--- src/rtl/bpu_pkg.sv ---
// Shared types and helpers for the branch predict unit.
// Holds the PC/index/tag geometry, the 2-bit BHT counter encoding with its
// saturating step functions, the BTB entry layout and the BHT write modes.
// TAG_W must stay >= 1, so PC_W has to exceed IDX_W+2.
package bpu_pkg;

    localparam int unsigned PC_W    = 9;
    localparam int unsigned IDX_W   = 4;
    localparam int unsigned TAG_W   = PC_W - IDX_W - 2;
    localparam int unsigned NUM_ENT = 1 << IDX_W;

    typedef enum logic [1:0] {
        SNT = 2'b00,
        WNT = 2'b01,
        WT  = 2'b10,
        ST  = 2'b11
    } bht_st_t;

    // How a BHT write derives the new counter value
    typedef enum logic [1:0] {
        BHT_TRAIN    = 2'b00,   // existing entry: step towards the outcome
        BHT_ALLOC    = 2'b01,   // fresh entry: WT if taken else WNT
        BHT_FORCE_ST = 2'b10    // unconditional jump: strongly taken
    } bht_wr_t;

    typedef struct packed {
        logic             valid;
        logic [TAG_W-1:0] tag;
        logic [PC_W-1:0]  target;
    } btb_entry_t;

    function automatic bht_st_t sat_inc(input bht_st_t s);
        case (s)
            SNT:     return WNT;
            WNT:     return WT;
            default: return ST;
        endcase
    endfunction

    function automatic bht_st_t sat_dec(input bht_st_t s);
        case (s)
            ST:      return WT;
            WT:      return WNT;
            default: return SNT;
        endcase
    endfunction

endpackage

--- src/rtl/bpu_bht.sv ---
// Branch history table: 2**IDX_W two-bit saturating counters.
// Ports:
//   clk, reset      rising-edge clock, synchronous active-high reset (all WNT)
//   rd_idx          fetch-side index
//   rd_state_c      combinational counter at rd_idx (old value on same-cycle write)
//   wr_en, wr_idx   resolve-side update strobe and index
//   wr_mode         train / allocate / force strongly-taken
//   wr_taken        resolved outcome of the instruction being written
module bpu_bht
    import bpu_pkg::*;
(
    input  logic             clk,
    input  logic             reset,
    input  logic [IDX_W-1:0] rd_idx,
    output bht_st_t          rd_state_c,
    input  logic             wr_en,
    input  logic [IDX_W-1:0] wr_idx,
    input  bht_wr_t          wr_mode,
    input  logic             wr_taken
);

    bht_st_t tbl [NUM_ENT];
    bht_st_t wr_cur;
    bht_st_t wr_nxt;

    assign rd_state_c = tbl[rd_idx];

    // Next counter value for the entry being written
    always_comb begin
        wr_cur = tbl[wr_idx];
        wr_nxt = wr_cur;
        case (wr_mode)
            BHT_TRAIN:    wr_nxt = wr_taken ? sat_inc(wr_cur) : sat_dec(wr_cur);
            BHT_ALLOC:    wr_nxt = wr_taken ? WT : WNT;
            BHT_FORCE_ST: wr_nxt = ST;
            default:      wr_nxt = wr_cur;
        endcase
    end

    always_ff @(posedge clk) begin
        if (reset) begin
            for (int unsigned i = 0; i < NUM_ENT; i++) begin
                tbl[i] <= WNT;
            end
        end else if (wr_en) begin
            tbl[wr_idx] <= wr_nxt;
        end
    end

endmodule

--- src/rtl/branch_predict_unit.sv ---
// Branch predict unit: direct-mapped BTB + 2-bit BHT prediction at IF,
// branch/jal/jalr resolution, mispredict redirect and table training at EX.
// Optional macro BPU_PERF_CNT_EN adds the perf_branches / perf_mispred
// counters; without it both ports are tied to zero and no counter flops exist.
// Ports:
//   clk, reset                  clock, synchronous active-high reset
//   if_pc -> pred_taken/target  zero-cycle fetch prediction
//   ex_*                        instruction being resolved in EX
//   halt                        halt in EX: spin on ex_pc, no training
//   redirect, redirect_pc       flush request and corrected fetch PC
//   pc_four                     zero-extended ex_pc + 4 (link value)
//   perf_branches, perf_mispred performance counters
module branch_predict_unit
    import bpu_pkg::*;
(
    input  logic            clk,
    input  logic            reset,
    input  logic [PC_W-1:0] if_pc,
    output logic            pred_taken,
    output logic [PC_W-1:0] pred_target,
    input  logic            ex_valid,
    input  logic [PC_W-1:0] ex_pc,
    input  logic [31:0]     ex_imm,
    input  logic            ex_branch,
    input  logic            ex_jal,
    input  logic            ex_jalr,
    input  logic [31:0]     ex_alu_result,
    input  logic            ex_pred_taken,
    input  logic [PC_W-1:0] ex_pred_target,
    input  logic            halt,
    output logic            redirect,
    output logic [PC_W-1:0] redirect_pc,
    output logic [31:0]     pc_four,
    output logic [31:0]     perf_branches,
    output logic [31:0]     perf_mispred
);

    localparam logic [PC_W-1:0] PC_STEP = PC_W'(4);

    btb_entry_t btb [NUM_ENT];

    // ---------------- fetch-side prediction ----------------
    logic [IDX_W-1:0] if_idx;
    logic [TAG_W-1:0] if_tag;
    btb_entry_t       if_ent;
    bht_st_t          if_bht;
    logic             if_hit;

    assign if_idx = if_pc[IDX_W+1:2];
    assign if_tag = if_pc[PC_W-1:IDX_W+2];
    assign if_ent = btb[if_idx];
    assign if_hit = if_ent.valid && (if_ent.tag == if_tag);

    assign pred_taken  = if_hit && ((if_bht == WT) || (if_bht == ST));
    assign pred_target = pred_taken ? if_ent.target : (if_pc + PC_STEP);

    // ---------------- EX-side resolution ----------------
    logic             taken_c;
    logic [PC_W-1:0]  target_c;
    logic [PC_W-1:0]  fallthru_c;
    logic             mispred_c;
    logic             upd_c;
    logic [IDX_W-1:0] ex_idx;
    logic [TAG_W-1:0] ex_tag;
    logic             ex_hit;
    logic             btb_wr_c;
    bht_wr_t          bht_mode_c;

    assign taken_c    = (ex_branch & ex_alu_result[0]) | ex_jal | ex_jalr;
    assign target_c   = ex_jalr ? {ex_alu_result[PC_W-1:1], 1'b0}
                                : (ex_pc + ex_imm[PC_W-1:0]);
    assign fallthru_c = ex_pc + PC_STEP;
    assign mispred_c  = (taken_c != ex_pred_taken)
                      || (taken_c && (target_c != ex_pred_target));
    assign pc_four    = 32'(ex_pc) + 32'd4;

    // Upper operand bits only matter to the full-width datapath in EX
    logic unused_hi_bits;
    assign unused_hi_bits = ^{ex_imm[31:PC_W], ex_alu_result[31:PC_W]};

    // Redirect: halt spins on its own PC and outranks any mispredict
    always_comb begin
        redirect    = 1'b0;
        redirect_pc = taken_c ? target_c : fallthru_c;
        if (!reset && ex_valid) begin
            if (halt) begin
                redirect    = 1'b1;
                redirect_pc = ex_pc;
            end else begin
                redirect    = mispred_c;
            end
        end
    end

    // ---------------- table training ----------------
    assign upd_c      = ex_valid & ~halt;
    assign ex_idx     = ex_pc[IDX_W+1:2];
    assign ex_tag     = ex_pc[PC_W-1:IDX_W+2];
    assign ex_hit     = btb[ex_idx].valid && (btb[ex_idx].tag == ex_tag);
    // jalr targets are data dependent, so jalr never allocates
    assign btb_wr_c   = upd_c & ~ex_jalr & (ex_branch | ex_jal);
    assign bht_mode_c = ex_jal ? BHT_FORCE_ST : (ex_hit ? BHT_TRAIN : BHT_ALLOC);

    always_ff @(posedge clk) begin
        if (reset) begin
            for (int unsigned i = 0; i < NUM_ENT; i++) begin
                btb[i] <= '0;
            end
        end else if (btb_wr_c) begin
            btb[ex_idx] <= '{valid: 1'b1, tag: ex_tag, target: target_c};
        end
    end

    bpu_bht u_bht (
        .clk        (clk),
        .reset      (reset),
        .rd_idx     (if_idx),
        .rd_state_c (if_bht),
        .wr_en      (btb_wr_c),
        .wr_idx     (ex_idx),
        .wr_mode    (bht_mode_c),
        .wr_taken   (taken_c)
    );

    // ---------------- performance counters ----------------
`ifdef BPU_PERF_CNT_EN
    logic [31:0] br_cnt_q;
    logic [31:0] mis_cnt_q;

    always_ff @(posedge clk) begin
        if (reset) begin
            br_cnt_q  <= 32'd0;
            mis_cnt_q <= 32'd0;
        end else begin
            if (upd_c && (ex_branch || ex_jal || ex_jalr)) begin
                br_cnt_q <= br_cnt_q + 32'd1;
            end
            if (upd_c && mispred_c) begin
                mis_cnt_q <= mis_cnt_q + 32'd1;
            end
        end
    end

    assign perf_branches = br_cnt_q;
    assign perf_mispred  = mis_cnt_q;
`else
    assign perf_branches = 32'd0;
    assign perf_mispred  = 32'd0;
`endif

endmodule

--- config.mk ---
export PLATFORM = sky130hd
export DESIGN_NAME = branch_predict_unit
export DESIGN_NICKNAME = d
export VERILOG_FILES = /design/src/rtl/bpu_pkg.sv /design/src/rtl/bpu_bht.sv /design/src/rtl/branch_predict_unit.sv
export SDC_FILE = /design/constraint.sdc
export NUM_CORES = 1
export LEC_CHECK = 0
export ABC_CLOCK_PERIOD_IN_PS = 8300
export BUFFER_PORTS_ARGS = -buffer_cell sky130_fd_sc_hd__buf_2
export CAP_MARGIN = 5
export CORE_UTILIZATION = 50
export CTS_CLUSTER_DIAMETER = 60
export CTS_CLUSTER_SIZE = 28
export DETAILED_ROUTE_END_ITERATION = 6
export GPL_ROUTABILITY_DRIVEN = 1
export PLACE_DENSITY = 0.7
export SYNTH_ARGS = -nofsm -noshare
export SYNTH_HDL_FRONTEND = slang
export SYNTH_HIERARCHICAL = 1
export SYNTH_SLANG_ARGS = --single-unit
export TNS_END_PERCENT = 30
--- constraint.sdc ---
create_clock -name clk -period 8.3 [get_ports clk]
set_input_delay 0.83 -clock clk [delete_from_list [all_inputs] [get_ports clk]]
set_output_delay 0.83 -clock clk [all_outputs]
set_load 0.005 [all_outputs]
* Yosys cells after proc, flatten, opt, wreduce, memory -nomap -nowiden
Memories as Yosys holds them, arrays and structs flattened. Cells that the tools add are included. Widths: inputs -> output; s select.
Operators by class: add/sub/neg operators 4, equality and inequality tests 11, muxes and demuxes 25, bitwise logic cells 9, reduce and logical (&&, ||, !) cells 12
Operator list (number):
- $mux 9 | 5
- $add 9x3->9 const B | 2
- $mux 13 | 1
- $reduce_or 13->1 | 1
- $add 9x3->10 const B | 1
- $eq 2x2->1 const B | 5
- $mux 1 | 10
- $add 9x9->9 | 1
- $ne 9x9->1 | 1
- $mux 2 | 4
- $mux 4 | 2
- $pmux 2 s2 | 2
- $eq 3x3->1 | 2
- $pmux 2 s3 | 1
- $logic_and 1x1->1 | 5
- $and 1x1->1 | 4
- $eq 2x1->1 const B | 2
- $logic_not 2->1 | 2
- $or 1x1->1 | 3
- $logic_or 1x1->1 | 2
- $not 1->1 | 2
- $reduce_or 2->1 | 1
- $logic_not 1->1 | 1
- $ne 1x1->1 | 1
Word-level totals: register bits after elaboration 0, bits in writable memories 240, input bits 99, output and inout bits 116, word-level logic and storage cells 63, memories 2
Memory list:
- btb | depth 16, width 13, rd ports 2, clocked after Yosys merged registers in 0, write ports 16, RTL line branch_predict_unit.sv:40 | btb_entry_t btb [NUM_ENT];
- u_bht.tbl | depth 16, width 2, rd ports 2, clocked after Yosys merged registers in 0, write ports 16, RTL line bpu_bht.sv:22 | bht_st_t tbl [NUM_ENT];

* Logic depth before layout (Yosys ltp)
Gate-level depths: netlist of run 1.
depth in word-level cells 9, depth in mapped cells 14, depth with buffers taken out 10

* Cells and area by module
The synthesis of run 1 kept the hierarchy.
By module, submodules not included:
- branch_predict_unit | instances 1, cells each 945, area an instance 11499.8 um^2, sequential area each 6085.8 um^2
- bpu_bht | instances 1, cells each 180, area an instance 2279.7 um^2, sequential area each 960.9 um^2

* Least setup slack after synthesis of run 1
OpenSTA, ideal clock, no wires.
path kind input-to-reg, start point input ex_pc[3], end point memory u_bht/tbl[10][1] (netlist name) (data pin), library setup time 0.252 ns, data arrival time 3.862 ns, data required time 8.048 ns, path slack 4.186 ns, stages on the path 12, buffers on the path 4, path through clkbuf_1 > buf_2 > mux4_2 > mux4_2 > xnor2_1 > a31oi_1 > inv_1 > or3_1 > clkbuf_1 > clkbuf_1 > nand3_1 > nor2_1
RTL lines:
- start, declared | RTL line branch_predict_unit.sv:22 | input logic [PC_W-1:0] ex_pc,
- end, declared | RTL line bpu_bht.sv:22

* Worst setup path in the final report of run 1
start point input if_pc[3], end point output pred_target[3]
Between the ends: word-level cells in the longest chain between the ends 5, elaborated cells on any way between the ends 10, classes of those cells add/sub (1); eq/ne (3); mux (1); reduce/logical (3); memory (2)
RTL lines:
- start, declared | RTL line branch_predict_unit.sv:18 | input logic [PC_W-1:0] if_pc,
- $mem_v2 16x13 or $mem_v2 16x2 (tied branches)
- $eq 3x3->1 or $eq 2x2->1 (tied branches) | RTL line branch_predict_unit.sv:52, branch_predict_unit.sv:54
- $logic_and 1x1->1 or $logic_or 1x1->1 (tied branches) | RTL line branch_predict_unit.sv:52, branch_predict_unit.sv:54
- $logic_and 1x1->1 | RTL line branch_predict_unit.sv:54 | assign pred_taken = if_hit && ((if_bht == WT) || (if_bht == ST));
- $mux 9 * | RTL line branch_predict_unit.sv:55 | assign pred_target = pred_taken ? if_ent.target : (if_pc + PC_STEP);
- end, declared | RTL line branch_predict_unit.sv:20 | output logic [PC_W-1:0] pred_target,
Mark *: on every way between the ends. The rest lies on a longest branch, timed or not.

==> flow_summary_export.csv, run 1 <==
group,metric,value,unit
outcome,status,"completed",
route,first_pass_iters,5,
sta,slew_viol_final,0,
min_path,min_to,"btb[7][12]",
placed_design,io_buffers,82,
floorplan,core-area,26900,µm²
sta,period_needed,5.07,ns
sta,setup_viol,0,
min_path,hold_start,"btb[7][12]",
worst_setup_path,crit_chain,"buf_2 > buf_4 > mux2_2 > o22ai_1 > a221oi_1 > xor2_1 > o41ai_1 > nand3_1 > mux2_4 > buf_2",
global_routing,grt_max_degree,53,
clocking,postCtsResizedCells,0,
sta,hold_viol,0,
logic_synthesis,ys_warn_count,6,
route,drc,0,
route,ant_nets,0,
global_routing,busiest_layer,"met2",
sta,layout_setup_ws,3.23,ns
layout,utilization,53.9,%
sta,fin_crit_sh,61.0,%
worst_setup_path,cp_num_buf_inv,3,
worst_setup_path,critical-path-slowest-cell,"nand3_1",
route,route.vias.total,8842,
global_routing,antenna_found_initial,0,
global_routing,use_met3,3.03,%
clocking,cts_tree,"done",
sta,finClkSkew,0.0129,ns
clocking,cts_buffers,19,
layout,num-nets-final,1260,
worst_setup_path,cp.required,7.47,ns
sta,rsz0062_at_grt,"false",
global_routing,grt_pass1_vias,8736,
clocking,clockBufferDepth,3,
power_and_ir_drop,p_leak,5.39,nW
logic_synthesis,synth_cells,1120,
floorplan,die_h,167,µm
floorplan,io_pins,215,
clocking,cts_root_buf,"clkbuf_16",
worst_setup_path,r2r_slack,4.51,ns
worst_setup_path,crit_path_max_incr_delay,0.64,ns
clocking,post_cts_buffers,0,
clocking,cts_sinks,240,
logic_synthesis,synth.avg_cell_area,12.2,µm²
worst_setup_path,path_delay_family,"buffers and inverters",
global_routing,met1_usage,31.5,%
clocking,clkSlewWorstSetupHoldPaths,0.08,ns
worst_setup_path,r2r_cells,7,
placed_design,placed_cell_area,13800,µm²
clocking,cts_hold_buf,0,
route,wl_per_cell,22.0,µm
worst_setup_path,crit_top_cell,"buf_2",
clocking,cts-htree-levels,1,
route,drt_iter0_drc,860,
worst_setup_path,timing.rr.end,"u_bht/tbl[4][0]",
sta,slew_headroom,18.2,%
worst_setup_path,path_class,"primary input to output port",
floorplan,rows,60,
layout,final_area,14500,µm²
sta,final.setup.tns,0,ns
global_routing,grt_pass1_wl,50900,µm
route,wl,33000,µm
floorplan,fp.dieW,167,µm
placed_design,gp_congestion,0.886,
worst_setup_path,r2r-start,"btb[12][11]",
sta,tightest_slew,1.22,ns
layout,drive_above_1_share,21.5,%
power_and_ir_drop,power.density,188,nW/µm²
job,drv_cap,0,
route,vias_per_cell,5.89,
worst_setup_path,cp_max_fo,49,
sta,fmax,0.197,GHz
min_path,worstHoldPathType,"register to register",
placed_design,post-place-ws,3.26,ns
worst_setup_path,endpoint_kind,"output port",
floorplan,dieArea,28000,µm²
min_path,min_delay_path_depth,2,
clocking,clk_latency,0.50,ns
worst_setup_path,cp_data_arrival_time,4.24,ns
worst_setup_path,cp-start-kind,"primary input",
logic_synthesis,synth_area,13700,µm²
global_routing,use_met2,42.2,%
power_and_ir_drop,ir_drop,0.000164,V
power_and_ir_drop,fin_total_pwr,2.72,mW
global_routing,grt-ovfl-total,0,
layout,diodes,0,
placed_design,hpwl,21700,µm
layout,syn2layout_area_growth,6.03,%
global_routing,track_usage,24.0,%
floorplan,start_util,50.9,%
layout make-up:
cell class,count,area (µm²)
fillers,2246,12400
well taps,341,427
clock inverters,14,186
multi-input cells,765,5760
inverters,29,109
repair buffers,92,488
clock buffers,19,475
flip-flops and latches,240,7050
per-stage QoR:
stage               cells  hold WS, ns
global route         1500        0.502
detailed placement   1467        0.467
global placement     1467        0.452
CTS                  1500        0.479
finish               1500        0.471
floorplan            1205        0.435
worst register-to-register path: cells and delay by family, from the launching register on:
family,cells,cell delay (ns)
AO/OA/AOI/OAI,3,1.71
XOR/XNOR,1,0.15
buffers and inverters,1,0.20
flip-flops,1,0.41
multiplexers,2,1.03
state kept, by name, indices dropped and copies added (netlist names):
signal	count
btb	208
u_bht/tbl	32
worst max path at each step:
| stage | startpoint | end | slack [ns] | cells after the start |
|---|---|---|---|---|
| after detailed placement | if_pc[3] | pred_target[3] | 3.26 | 10 |
| after CTS | if_pc[3] | pred_target[3] | 3.25 | 10 |
| final | if_pc[3] | pred_target[3] | 3.23 | 10 |
| after global placement | if_pc[3] | pred_target[3] | 3.33 | 10 |
| after global routing | if_pc[3] | pred_target[0] | 3.08 | 10 |
| after floorplan | ex_pc[3] | u_bht/tbl[10][1] | 4.19 | 12 |
metal layers:
metal | wire length (µm) | part of all wire, %
met4 | 726 | 2.2
met2 | 17100 | 52
met1 | 12800 | 39
met5 | 0 | 0
met3 | 2350 | 7.1
report_power, final:
part / switching (mW) / internal (mW) / total [mW]
Sequential: 0.0180 / 1.37 / 1.39
Combinational: 0.234 / 0.146 / 0.380
Clock: 0.495 / 0.459 / 0.954
Total: 0.748 / 1.98 / 2.72
cells in the final DEF, fill, tap and decap left out, types with 4 or more instances in the layout:
master,n
a211oi_1,7
a21o_1,6
a21oi_1,23
and2_1,4
and3_1,5
buf_2,81
buf_4,11
clkbuf_16,19
clkinv_8,7
conb_1,86
dfxtp_1,16
edfxtp_1,224
ha_1,13
inv_1,26
mux2_2,10
mux2_4,4
mux2i_1,32
mux4_1,8
mux4_2,70
nand2_1,26
nand2b_1,23
nand3_1,38
nand4_1,4
nor2_1,241
nor2b_1,10
nor3_1,7
o21ai_0,32
o31ai_1,7
o31ai_2,10
or2_2,15
xnor2_1,16
xor2_1,16
Note: power is estimated with default switching activity, not from simulation.
==> inputs of run 2 (changes only) <==
--- a/config.mk
+++ b/config.mk
@@ -5,7 +5,8 @@
 export SDC_FILE = /design/constraint.sdc
 export NUM_CORES = 1
 export LEC_CHECK = 0
-export ABC_CLOCK_PERIOD_IN_PS = 8300
+export ABC_AREA = 1
+export ABC_CLOCK_PERIOD_IN_PS = 4640
 export BUFFER_PORTS_ARGS = -buffer_cell sky130_fd_sc_hd__buf_2
 export CAP_MARGIN = 5
 export CORE_UTILIZATION = 50
@@ -13,7 +14,7 @@
 export CTS_CLUSTER_SIZE = 28
 export DETAILED_ROUTE_END_ITERATION = 6
 export GPL_ROUTABILITY_DRIVEN = 1
-export PLACE_DENSITY = 0.7
+export PLACE_DENSITY = 0.72
 export SYNTH_ARGS = -nofsm -noshare
 export SYNTH_HDL_FRONTEND = slang
 export SYNTH_HIERARCHICAL = 1
==> constraint.sdc (replaced) <==
create_clock -name clk -period 4.64 [get_ports clk]
set_input_delay 0.464 -clock clk [delete_from_list [all_inputs] [get_ports clk]]
set_output_delay 0.464 -clock clk [all_outputs]
set_load 0.005 [all_outputs]
==> run 2 against run 1 <==
Compared with the run above:
- cell area up 0.94%
- hold slack worse by 0.12 ns
- synthesized cell count up 48%
- wire length up 9.7%
- core utilization up 0.055 points
- critical path depth up 5
- global-route usage up 1.6 points
- combinational power up 82%
- clock power up 80%
- final cell count up 37%
- via count up 28%
- critical endpoint is now redirect
- critical path type unchanged
- sequential share of layout area down 0.45 points
==> flow_summary_export.csv, run 2 <==
group,metric,value,unit
clocking,cts_tree,"done",
route,wl,36200,µm
global_routing,grt_pass1_wl,56500,µm
floorplan,fp.dieW,169,µm
worst_setup_path,crit_chain,"buf_2 > ha_1 > inv_1 > nand2_1 > nand4_1 > nand3_1 > nand2_1 > nand2_1 > nand2_2 > nand2_1 > nand2_1 > nand3_1 > nand2_1 > nand2_1 > buf_2",
clocking,clk_latency,0.52,ns
clocking,post_cts_buffers,0,
power_and_ir_drop,ir_drop,0.000282,V
min_path,min_delay_path_depth,2,
clocking,cts_root_buf,"clkbuf_16",
clocking,clkSlewWorstSetupHoldPaths,0.08,ns
global_routing,grt-ovfl-total,0,
min_path,worstHoldPathType,"primary input to register",
sta,finClkSkew,0.0235,ns
worst_setup_path,crit_start,"ex_pc[3]",
sta,hold_viol,0,
clocking,cts_hold_buf,0,
clocking,clockBufferDepth,3,
sta,holdWs,0.351,ns
power_and_ir_drop,power.density,335,nW/µm²
worst_setup_path,crit_top_cell,"nand2_1",
layout,num-nets-final,1786,
route,first_pass_iters,5,
global_routing,track_usage,25.6,%
global_routing,grt_pass1_vias,10354,
sta,rsz0062_at_grt,"false",
sta,setup_viol,0,
layout,top_register,"btb",
worst_setup_path,cp.required,4.18,ns
layout,syn2layout_area_growth,5.49,%
placed_design,hpwl,24000,µm
sta,tightest_slew,1.02,ns
outcome,status,"completed",
worst_setup_path,cp-start-kind,"primary input",
floorplan,dieArea,28400,µm²
layout,final_common_cell,"nor2_1",
layout,diodes,0,
worst_setup_path,cp_num_buf_inv,3,
clocking,cts_buffers,18,
route,drc,0,
floorplan,rows,60,
logic_synthesis,ys_warn_count,6,
floorplan,start_util,51.2,%
clocking,cts-htree-levels,1,
layout,largest_reg_flops,208,
floorplan,core-area,27100,µm²
global_routing,grt_max_degree,73,
global_routing,antenna_found_initial,0,
logic_synthesis,synth_cells,1658,
clocking,cts_sinks,240,
logic_synthesis,synth.avg_cell_area,8.36,µm²
worst_setup_path,cp_max_fo,44,
route,route.vias.total,11361,
sta,final.setup.tns,0,ns
floorplan,io_pins,215,
clocking,postCtsResizedCells,0,
floorplan,die_h,169,µm
route,vias_per_cell,5.52,
worst_setup_path,path_delay_family,"simple AND/OR/NAND/NOR gates",
sta,fin_crit_sh,77.5,%
sta,fmax,0.278,GHz
route,drt_iter0_drc,1227,
worst_setup_path,critical-path-slowest-cell,"buf_2",
layout,reg.largest.list,"btb: 208 flops, u_bht/tbl: 32 flops",
worst_setup_path,path_class,"primary input to output port",
route,ant_nets,0,
min_path,min_to,"btb[1][12]",
placed_design,io_buffers,82,
worst_setup_path,endpoint_kind,"output port",
route,wl_per_cell,17.6,µm
layout,fillCellCount,2523,
power_and_ir_drop,p_leak,6.05,nW
worst_setup_path,r2r_slack,1.92,ns
worst_setup_path,timing.rr.end,"u_bht/tbl[15][0]",
layout,layout_common_cells,"346 x nor2_1, 291 x nand2_1, 224 x edfxtp_1",
job,drv_cap,0,
min_path,hold_start,"reset",
sta,slew_viol_final,0,
worst_setup_path,cp_data_arrival_time,3.13,ns
sta,slew_headroom,32.0,%
logic_synthesis,synth_area,13900,µm²
worst_setup_path,r2r_cells,17,
sta,period_needed,3.60,ns
placed_design,gp_congestion,0.882,
worst_setup_path,r2r-start,"btb[5][9]",
layout,drive_above_1_share,9.73,%
worst_setup_path,crit_path_max_incr_delay,0.76,ns
## run 2: worst max path at each step
stage	end	slack (ns)	depth (start not counted)
after global routing	redirect	0.82	15
final	redirect	1.04	15
after detailed placement	u_bht/tbl[12][0]	0.99	17
after floorplan	redirect	2.11	14
after global placement	u_bht/tbl[14][0]	1.05	17
after CTS	redirect	1.08	15
## run 2: metrics by stage
stage	cell area [µm²]	power (mW)	utilization (%)	cells	setup WS (ns)
after floorplan	14200	3.05	-	1743	2.11
after global placement	14000	3.20	51.6	2025	1.05
after detailed placement	14000	3.22	51.6	2025	0.993
after CTS	14600	4.89	54.0	2057	1.08
after global routing	14600	5.05	54.0	2057	0.821
final	14600	4.89	54.0	2057	1.04
## run 2: area by class of cell
cell class	instances	area [µm²]	share of cell area, %
Sequential cell	240	7050	48.2
Multi-Input combinational cell	1189	5470	37.4
Timing Repair Buffer	96	531	3.63
Inverter	128	480	3.28
Tap cell	372	465	3.18
Clock buffer	20	458	3.13
Clock inverter	12	180	1.23
## run 2: worst reg2reg max path, stage by stage, from the launching register on
cell      delay [ns]
edfxtp_1        0.37
inv_1           0.07
a21oi_1         0.05
o21ai_0         0.14
o21ai_0         0.18
nand2_1         0.09
nand2_1         0.06
nor2_1          0.14
nor2_1          0.05
nor2_1          0.09
nand2_1         0.06
nor2_1          0.12
nor2_1          0.10
nor2_1          0.20
a21boi_0        0.21
nand2_1         0.09
nand2_2         0.28
nand3_1         0.14
## run 2: where the power goes
group          total [mW]  switching, mW  internal [mW]
sequential           2.48         0.0290           2.45
clock                1.72          0.806          0.912
combinational       0.693          0.505          0.189
## run 2: routing by layer
layer | global-route usage, % | vias up | wire length (µm)
met5 | 0 | - | 0
met3 | 2.31 | 56 | 3060
met2 | 42.8 | 586 | 17400
met4 | 7.08 | 0 | 856
met1 | 35.8 | 5340 | 14900
li1 | - | 5379 | -
